<file path="src/rtl/serializador_param.sv">
// Parallel-to-serial converter with one-word holding buffer.
// Idle fill keeps the serial stream gap-free when no word is pending.
module serializador_param #(
    parameter int             W         = 8,
    parameter bit             MSB_FIRST = 1'b1,
    parameter logic [W-1:0]   IDLE_WORD = W'(8'hBC)
) (
    input  logic         clk,
    input  logic         reset,
    input  logic         in_valid,
    input  logic [W-1:0] in_data,
    output logic         in_ready,
    output logic         out,
    output logic         dk,
    output logic         sof
);

    localparam int          CW   = $clog2(W);
    localparam logic [CW-1:0] LAST = CW'(W - 1);

    logic [W-1:0]  sr_q, sr_d;
    logic [CW-1:0] cnt_q, cnt_d;
    logic [W-1:0]  buf_q, buf_d;
    logic          buf_full_q, buf_full_d;
    logic          cur_dk_q, cur_dk_d;
    logic          accept;
    logic          wrap;

    always_comb begin
        accept     = in_valid & ~buf_full_q;
        wrap       = (cnt_q == LAST);
        cnt_d      = wrap ? '0 : cnt_q + CW'(1);
        sr_d       = MSB_FIRST ? (sr_q << 1) : (sr_q >> 1);
        buf_d      = buf_q;
        buf_full_d = buf_full_q;
        cur_dk_d   = cur_dk_q;
        if (wrap) begin
            if (buf_full_q) begin
                sr_d       = buf_q;
                cur_dk_d   = 1'b1;
                buf_full_d = 1'b0;
            end else begin
                sr_d     = IDLE_WORD;
                cur_dk_d = 1'b0;
            end
        end
        // A word accepted on the boundary edge lands in the buffer, never in sr
        if (accept) begin
            buf_d      = in_data;
            buf_full_d = 1'b1;
        end
    end

    always_ff @(posedge clk or posedge reset) begin
        if (reset) begin
            sr_q       <= IDLE_WORD;
            cnt_q      <= '0;
            buf_q      <= '0;
            buf_full_q <= 1'b0;
            cur_dk_q   <= 1'b0;
        end else begin
            sr_q       <= sr_d;
            cnt_q      <= cnt_d;
            buf_q      <= buf_d;
            buf_full_q <= buf_full_d;
            cur_dk_q   <= cur_dk_d;
        end
    end

    assign in_ready = ~buf_full_q;
    assign out      = MSB_FIRST ? sr_q[W-1] : sr_q[0];
    assign dk       = cur_dk_q;
    assign sof      = (cnt_q == '0);

endmodule

</file>
<file path="config.mk">
export PLATFORM = sky130hd
export DESIGN_NAME = serializador_param
export DESIGN_NICKNAME = d
export VERILOG_FILES = /design/src/rtl/serializador_param.sv
export SDC_FILE = /design/constraint.sdc
export NUM_CORES = 1
export LEC_CHECK = 0
export ABC_AREA = 1
export ABC_CLOCK_PERIOD_IN_PS = 1500
export CELL_PAD_IN_SITES_DETAIL_PLACEMENT = 1
export CELL_PAD_IN_SITES_GLOBAL_PLACEMENT = 1
export CORE_MARGIN = 1
export CORE_UTILIZATION = 38
export CTS_CLUSTER_DIAMETER = 40
export CTS_CLUSTER_SIZE = 30
export DETAILED_ROUTE_END_ITERATION = 8
export PLACE_DENSITY_LB_ADDON = 0.1
export SLEW_MARGIN = 20
export SYNTH_ARGS = -nofsm -noshare
export SYNTH_HDL_FRONTEND = slang
export SYNTH_SLANG_ARGS = --single-unit
</file>
<file path="constraint.sdc">
create_clock -name clk -period 1.5 [get_ports clk]
set_input_delay 0.375 -clock clk [delete_from_list [all_inputs] [get_ports clk]]
set_output_delay 0.375 -clock clk [all_outputs]
set_load 0.005 [all_outputs]
</file>
==> results.yml <==
run_status:
  status: "finished with violations"
  violations: "negative setup slack"
setup_path:
  path_max_fanout: 2
  crit_arrival_ps: 1150
  end_kind: "output pin"
  cp-start-kind: "flip-flop"
  path_class: "reg2out"
  setup.worst_path.start: "cnt_q[1]"
  required_ps: 1120
  r2r_start: "cnt_q[0]"
floorplan:
  fp-row-count: 17
  boundaryPins: 15
  die_area_sq_mm: 0.00261
  die_x_um: 51.1
  start_util: 0.411
  fp.coreArea_sq_mm: 0.00223
  die_h_um: 51.1
clock_tree:
  cts_tree: "yes"
  cts_buffers: 3
  cts_sinks: 21
  cts_root_buf: "clkbuf_4"
  htreeDepth: 1
  clock_latency_ps: 310
  cts_buffer_depth: 2
  hold_buffers: 0
  clk_pin_slew_ps: 120
sta:
  worstMarginPinSlew_ps: 265
  fmax_ghz: 0.654
  tns_ps: -28.5
  skew_ps: 4.97
  fin_crit_sh: 1.02
  maxSlewViolCount: 0
  fin_crit_ps: 1530
  rsz0062_at_grt: "yes"
  slew_headroom: 0.823
  fin_ws_ps: -28.5
  setup-violations-final: 1
  hold_viol: 0
cells_and_area:
  fin_area_sq_mm: 0.00114
  nets: 138
  syn_to_final_growth_pct: 24.0
  drive_gt1_frac: 0.228
  final_cells: 151
  diodes: 0
grt:
  track_usage: 0.165
  grt_max_degree: 22
  antenna_found_initial: 0
  grt_pass1_vias: 734
  gr-total-overflow: 0
  grt_pass1_wl_um: 3110
route:
  drt_iter0_markers: 5
  drt_pass1_iterations: 2
  postRouteAntennaNets: 0
  wl_per_cell_um: 11.0
  wirelength_um: 1660
  vias: 694
  post-route-drc-count: 0
  viasPerCell: 4.60
placement:
  placed_cells: 145
  place_hpwl_um: 1230
  routabilityCongestion: 0.709
  dpl-instance-area_sq_mm: 0.00110
  portBuffers: 14
power:
  internal_power_uw: 932
  clkPwrFrac: 0.218
  combPwrFrac: 0.187
  powerDensity_mw_per_mm2: 1130
  switchingPower_uw: 352
  vdd_drop_max_mv: 0.528
  power_frac_seq: 0.594
  leakagePower_nw: 0.609
  p_sw_frac: 0.274
yosys:
  yosysTopAreaCell: "dfrtp_1"
  syn_area_sq_um: 917
  synthTopCellsByCount: "nand2_1 (43), dfrtp_1 (16), inv_1 (12)"
  syn_area_per_cell_sq_um: 9.17
  ys.flop_type: "dfrtp_1"
  synth_cells: 100
  synth_area_leaders: "dfrtp_1 (44%), nand2_1 (18%), dfstp_2 (14%), inv_1 (4.9%), nand3_1 (4.4%)"
  syn_nets: 114
  synth_top_area_share: 0.437
  synth.distinct_cells: 14
  synth-seq-cells: 21
  yosysWarningCount: 0
  async_flop_share: 1.00
  synth-edff-count: 0
  synth.yosys.seq_area_share: 0.580
  synth.most_common_cell: "nand2_1"
hold_path:
  worstHoldPathType: "in2async"
run:
  cap_violations: 0
==> kinds of logic (layout without fill, tap and decap cells) <==
kind of cell,Yosys count,count (layout),synth area share
AND/OR/NAND/NOR,58,58,0.265
flip-flops,21,21,0.580
buffers and inverters,17,40,0.105
adder cells (fa/ha/maj),3,3,0.0409
AO/OA/AOI/OAI,1,1,0.00955
==> layout make-up <==
cell class / count / area (sq um)
Clock buffer: 4 / 26.3
Fill cell: 280 / 1100
Inverter: 13 / 51.3
Multi-Input combinational cell: 62 / 294
Sequential cell: 21 / 532
Tap cell: 28 / 35.0
Timing Repair Buffer: 23 / 199
==> per-stage QoR <==
step	power, mW	util	hold slack (ps)	worst slack [ps]
after floorplan	0.933	-	348	336
after global routing	1.36	0.509	408	-86.1
after CTS	1.30	0.507	395	12.0
final	1.28	0.509	383	-28.5
after detailed placement	1.03	0.492	444	-38.3
after global placement	1.02	0.492	436	-10.9
==> worst max-delay path, stage by stage, from the launching register on <==
cell and delay, ps:
dfrtp_1 410, inv_2 60, ha_2 160, inv_2 30
nor2_2 80, buf_2 110
==> cell usage in the layout, fill, tap and decap left out, drive strengths merged <==
cell type / n
buf: 10
clkbuf: 4
clkdlybuf4s50: 10
dfrtp: 16
dfstp: 5
dlygate4sd2: 3
ha: 3
inv: 13
nand2: 44
nand3: 10
nor2: 4
o21ai: 1
==> path summary, 6_finish.rpt <==
kind / cells past startpoint / to / slack, ps
worst max-delay path: 5 / sof / -30
worst max register to register: 7 / sr_q[6] / 50
max in group asynchronous: 3 / sr_q[7] / 840
worst min-delay path: 3 / buf_full_q / 380
min in group clk: 2 / sr_q[2] / 470
worst min register to register: 2 / sr_q[2] / 470
==> repair_timing <==
item | CTS | global route
pin swaps | 0 | 2
resized for setup | 8 | 4
setup endpoints to repair | 4 | 8
buffers inserted | 2 | 0
==> metal layers <==
layer | global-route usage | part of all wire | routed length (um)
met2 | 0.274 | 0.48 | 797
met3 | 0.0268 | 0.032 | 53
met1 | 0.200 | 0.47 | 773
met5 | 0 | 0 | 0
met4 | 0.0972 | 0.021 | 34
==> state kept, by name, summed over array words and instances (netlist names) <==
signal	cells
dk	1
cnt_q	3
buf_full_q	1
buf_q	8
sr_q	8
==> power by group through the flow <==
stage          sequential, mW  combinational [mW]  clock (mW)
2_1_floorplan           0.762               0.171           0
3_3_place_gp            0.772               0.246           0
3_5_place_dp            0.775               0.255           0
4_1_cts                 0.764               0.248       0.287
5_1_grt                 0.779               0.282       0.302
6_report                0.763               0.240       0.280
(Power assumes the default switching activity.)
